==> config.mk <==
export PLATFORM = sky130hd
export DESIGN_NAME = imm_encoder_pipe
export DESIGN_NICKNAME = d
export VERILOG_FILES = /design/src/rtl/imm_encoder_pipe.sv
export SDC_FILE = /design/constraint.sdc
export NUM_CORES = 1
export LEC_CHECK = 0
export CAP_MARGIN = 25
export CORE_AREA = 2 2 87 110
export DETAILED_ROUTE_END_ITERATION = 10
export DIE_AREA = 0 0 89 112
export PLACE_DENSITY = 0.74
export SYNTH_ARGS = -nofsm -noshare
export SYNTH_HDL_FRONTEND = slang
export SYNTH_SLANG_ARGS = --single-unit
==> constraint.sdc <==
create_clock -name clk -period 2.28 [get_ports clk]
set_clock_uncertainty 0.15 [all_clocks]
set_input_delay 0.456 -clock clk [delete_from_list [all_inputs] [get_ports clk]]
set_output_delay 0.456 -clock clk [all_outputs]
set_load 0.05 [all_outputs]
==> src/rtl/imm_encoder_pipe.sv <==
// Immediate encoder: scatters an immediate into RV32I I/S/B/U/J fields of a base word.
// Two-stage valid/ready pipeline; define IMM_ENC_STATS_EN to add the saturating err_count port.
module imm_encoder_pipe #(
    parameter bit PASS_ON_ERR = 1'b1,
    parameter int COUNT_W     = 16
) (
    input  logic        clk,
    input  logic        rst_n,
    input  logic        in_valid,
    output logic        in_ready,
    input  logic [2:0]  in_fmt,
    input  logic [31:0] in_imm,
    input  logic [31:0] in_base,
    output logic        out_valid,
    input  logic        out_ready,
    output logic [31:0] out_instr,
    output logic        out_err,
    output logic [1:0]  out_cause
`ifdef IMM_ENC_STATS_EN
    ,
    output logic [COUNT_W-1:0] err_count
`endif
);

    localparam logic [1:0]  C_NONE  = 2'd0;
    localparam logic [1:0]  C_RANGE = 2'd1;
    localparam logic [1:0]  C_ALIGN = 2'd2;
    localparam logic [1:0]  C_FMT   = 2'd3;
    localparam logic [31:0] NOP     = 32'h0000_0013;

    logic        s1_valid;
    logic [31:0] s1_base;
    logic [31:0] s1_field;
    logic [31:0] s1_mask;
    logic [1:0]  s1_cause;
    logic        s2_valid;
    logic        s1_adv;
    logic        s2_adv;

    logic        fmt_i, fmt_s, fmt_b, fmt_u, fmt_j;
    logic        ok11, ok12, ok20;
    logic [31:0] field;
    logic [31:0] mask;
    logic [1:0]  cause;
    logic [31:0] merged;

    assign s2_adv    = !s2_valid || out_ready;
    assign s1_adv    = !s1_valid || s2_adv;
    assign in_ready  = rst_n && s1_adv;
    assign out_valid = s2_valid;

    assign fmt_i = (in_fmt == 3'd0);
    assign fmt_s = (in_fmt == 3'd1);
    assign fmt_b = (in_fmt == 3'd2);
    assign fmt_u = (in_fmt == 3'd3);
    assign fmt_j = (in_fmt == 3'd4);

    // Sign-extension checks: upper bits must all copy the top encodable bit.
    assign ok11 = (&in_imm[31:11]) || !(|in_imm[31:11]);
    assign ok12 = (&in_imm[31:12]) || !(|in_imm[31:12]);
    assign ok20 = (&in_imm[31:20]) || !(|in_imm[31:20]);

    always_comb begin
        field = '0;
        mask  = '0;
        cause = C_NONE;
        unique case (1'b1)
            fmt_i: begin
                mask  = 32'hFFF0_0000;
                field = {in_imm[11:0], 20'b0};
                if (!ok11) cause = C_RANGE;
            end
            fmt_s: begin
                mask  = 32'hFE00_0F80;
                field = {in_imm[11:5], 13'b0, in_imm[4:0], 7'b0};
                if (!ok11) cause = C_RANGE;
            end
            fmt_b: begin
                mask  = 32'hFE00_0F80;
                field = {in_imm[12], in_imm[10:5], 13'b0,
                         in_imm[4:1], in_imm[11], 7'b0};
                if (in_imm[0])  cause = C_ALIGN;
                else if (!ok12) cause = C_RANGE;
            end
            fmt_u: begin
                mask  = 32'hFFFF_F000;
                field = {in_imm[31:12], 12'b0};
                if (|in_imm[11:0]) cause = C_ALIGN;
            end
            fmt_j: begin
                mask  = 32'hFFFF_F000;
                field = {in_imm[20], in_imm[10:1], in_imm[11],
                         in_imm[19:12], 12'b0};
                if (in_imm[0])  cause = C_ALIGN;
                else if (!ok20) cause = C_RANGE;
            end
            default: cause = C_FMT;
        endcase
    end

    always_ff @(posedge clk) begin
        if (!rst_n) begin
            s1_valid <= 1'b0;
            s1_base  <= '0;
            s1_field <= '0;
            s1_mask  <= '0;
            s1_cause <= C_NONE;
        end else if (s1_adv) begin
            s1_valid <= in_valid;
            if (in_valid) begin
                s1_base  <= in_base;
                s1_field <= field;
                s1_mask  <= mask;
                s1_cause <= cause;
            end
        end
    end

    // Bad format has an empty mask, so the merge alone yields in_base.
    always_comb begin
        merged = (s1_base & ~s1_mask) | s1_field;
        if (!PASS_ON_ERR && s1_cause != C_NONE) merged = NOP;
    end

    always_ff @(posedge clk) begin
        if (!rst_n) begin
            s2_valid  <= 1'b0;
            out_instr <= '0;
            out_err   <= 1'b0;
            out_cause <= C_NONE;
        end else if (s2_adv) begin
            s2_valid <= s1_valid;
            if (s1_valid) begin
                out_instr <= merged;
                out_err   <= (s1_cause != C_NONE);
                out_cause <= s1_cause;
            end
        end
    end

`ifdef IMM_ENC_STATS_EN
    always_ff @(posedge clk) begin
        if (!rst_n) begin
            err_count <= '0;
        end else if (s2_valid && out_ready && out_err && !(&err_count)) begin
            err_count <= err_count + COUNT_W'(1);
        end
    end
`endif

endmodule

==> out/summary.txt <==
Clk Latency, worst-skew pair: 0.33 ns
# Max-Cap Violations: 0
area of all placed cells without fillers: 5550 um2
Post-synth EDFFs: 0
Clock Tree Buf Depth: 2
part of the Yosys area used for sequential elements: 50.96%
TritonCTS Buffers: 9
part of the power in combinational logic: 17.2%
detailed-router iteration count before antenna repair: 4
top achievable clock speed: 471.6 MHz
most used flip-flop cell after synthesis: sky130_fd_sc_hd__dfxtp_1
kind of start point of the critical path: flop
deepest level of the CTS H-tree: 3
final count of negative-setup-slack endpoints: 0
launch point of the worst reg-to-reg path: s1_valid
Inserted Diodes: 0
area share of the largest cell type after synthesis: 50.96%
post-route ant nets: 0
post_cts resized: 0
total vias in the final route: 3813
total internal power: 0.003011 W
wire length of the first global-routing pass: 16.80 mm
leading cell types by total area after synthesis: sky130_fd_sc_hd__dfxtp_1 51%, sky130_fd_sc_hd__nand2_1 9.7%, sky130_fd_sc_hd__a21oi_1 9.7%
Worst Path Arrival: 1.51 ns
number of core rows: 39
largest net degree at the start of global routing: 34
Core Box Area: 8979 um2
I/O pin total: 108
fraction of power consumed by the clock network: 36.2%
residual DRC count: 0
leakage power total: 1.999 nW
most frequent cell after synthesis: sky130_fd_sc_hd__nand2_1
Synth cell types: 39
share of layout cells above drive strength 1: 7.744%
Switching Power: 0.001081 W
endpoint of the worst hold path: s1_base[19]
GRT Total Usage: 21.15%
unrepaired setup endpoints after global routing: false
GRT overflow: 0
die boundary height: 112 um
power after layout: 0.004093 W
Worst-path clk slew: 0.06 ns
top metal layer carrying routed signals: met4
Relative slew margins: 64.76%
worst min-delay path category: flop to flop
register share of total power: 46.6%
Die Footprint: 9968 um2
critical path's largest stage delay: 0.82 ns
cell-by-cell trace of the critical path: clkdlybuf4s50_1
crit path max-delay cell type: sky130_fd_sc_hd__clkdlybuf4s50_1
number of nets in the final layout: 660
transition time at the pin with the least slew margin: 0.5270 ns
number of instances in the synthesized netlist: 483
detailed-routed wire length on met3: 539 um
crit share post-route: 93.00%
via count of the first global-routing pass: 3423
Pwr Density: 737.4 nW/um2
most area-hungry cell type in the Yosys netlist: sky130_fd_sc_hd__dfxtp_1
run status: completed
final setup TNS: 0 ns
met1 WL: 4.503 mm
Synth top cells by count: 102 x sky130_fd_sc_hd__nand2_1, 100 x sky130_fd_sc_hd__dfxtp_1, 76 x sky130_fd_sc_hd__a21oi_1
final weighted congestion in routability-driven placement: 0.9407
maximum vdd ir drop: 0.3450 mV
r2r setup slk: 0.70 ns
antenna violations before repair: 0
Synth Register Bits: 100
I/O Buffers: 107
WS Path Type: flop to output port
Core Util, Final: 61.82%
hold_sp: s1_base[19]
detailed-placement wirelength estimate: 7.662 mm
clock sink count: 100
Max Slew Vio Count: 0
total count of hold-check failures in the final report: 0
placed instance area: 5255 um2
net count of the mapped netlist: 554
TritonCTS clock tree: yes
crit end category: output port
Critical path buffers and inverters: 1
average wire per cell in the routed design: 14.26 um
average vias per placed instance: 5.318
synth warn: 0
Met2 Routed Length: 4.965 mm
biggest fanout along the worst timing path: 3
path depth of the worst reg2reg path: 5
Post-Synthesis Mean Instance Area: 8.134 um2
detailed router's first-iteration violation count: 238
Hold Buf Count CTS: 0
Hold Path Stages: 2
post-CTS setup-driven buffer insertion count: 0
cell at the root of the clock tree: sky130_fd_sc_hd__clkbuf_16
share of flip-flops with an asynchronous set or reset after synthesis: 0%
crit path time final: 2.120 ns
area grow syn2layout: 41.27%
die width: 89 um
required time of the worst setup path: 1.67 ns
net switching fraction of the power: 26.43%
area of the mapped netlist: 3929 um2
starting density of the core: 43.76%
Crit path max-delay family: buffers and inverters
endpoint of the lowest-slack register-to-register path: s1_base[6]
final wirelength: 10.23 mm
registers in the layout (all words and copies together) (netlist names):
name       count
out_instr     32
s1_base       32
s1_field      25
s1_mask        4
out_cause      2
s1_cause       2
out_err        1
out_valid      1
s1_valid       1
worst max-delay path by stage:
stage                          from           to  cells past startpoint
after floorplan           out_valid  s1_cause[0]                      6
after global placement    in_imm[8]  s1_cause[1]                      6
after detailed placement  in_imm[8]  s1_cause[1]                      6
after CTS                 out_valid    out_valid                      1
after global routing      out_ready     in_ready                      4
final                     out_valid    out_valid                      1
cells in the final DEF (no fill, tap or decap), types with 3 or more instances in the layout:
cell type                         instances
sky130_fd_sc_hd__clkdlybuf4s50_1        106
sky130_fd_sc_hd__nand2_1                101
sky130_fd_sc_hd__dfxtp_1                100
sky130_fd_sc_hd__a21oi_1                 76
sky130_fd_sc_hd__nor2_1                  57
sky130_fd_sc_hd__a211oi_1                28
sky130_fd_sc_hd__buf_4                   15
sky130_fd_sc_hd__a22oi_1                 12
sky130_fd_sc_hd__nor3_1                   9
sky130_fd_sc_hd__clkbuf_16                9
sky130_fd_sc_hd__a311oi_1                 7
sky130_fd_sc_hd__buf_12                   7
sky130_fd_sc_hd__inv_1                    6
sky130_fd_sc_hd__nor4_1                   6
sky130_fd_sc_hd__nand3_1                  5
sky130_fd_sc_hd__nand4_1                  5
sky130_fd_sc_hd__a221oi_1                 4
sky130_fd_sc_hd__nand3b_1                 3
sky130_fd_sc_hd__o21ai_0                  3
power groups by stage:
| stage | clock network, W | logic, W | registers (W) |
|---|---|---|---|
| 5_1_grt | 0.00156 | 0.000761 | 0.00192 |
| 3_3_place_gp | 0 | 0.000692 | 0.00194 |
| 2_1_floorplan | 0 | 0.000260 | 0.00206 |
| 6_report | 0.00148 | 0.000704 | 0.00191 |
| 3_5_place_dp | 0 | 0.000702 | 0.00194 |
| 4_1_cts | 0.00150 | 0.000705 | 0.00191 |
final cells by class:
class,instances,area [um2]
fillers,784,3428
flip-flops and latches,100,2002
multi-input cells,343,1759
repair buffers,128,1314
clock buffers,11,232.7
well taps,123,153.9
clock inverters,5,62.56
inverters,7,26.28
per-stage QoR:
stage / setup slack (ns) / hold slack, ns / instances
floorplan: 0.5090 / 0.2819 / 483
global placement: 0.05025 / 0.2865 / 701
detailed placement: 0.04155 / 0.2967 / 701
CTS: 0.1568 / 0.3055 / 717
global route: 0.1022 / 0.3273 / 717
finish: 0.1595 / 0.3052 / 717
routing by layer:
metal | up-vias | global-route usage, %
li1 | 1904 | -
met5 | - | 0
met4 | 0 | 7.662
met1 | 1774 | 28.20
met3 | 13 | 3.039
met2 | 122 | 34.53
kinds of logic (layout without fill, tap and decap cells):
kind of cell,Yosys count,after routing,share of synthesized area [%]
AOI/OAI and AO/OA,138,138,21.66
and+or+nand+nor,202,202,22.29
buffers and inverters,40,151,4.395
DFF,100,100,50.96
xor gates and xnor gates,2,2,0.4459
muxes,1,1,0.2548
No activity file was read; power rests on OpenSTA's default activity.
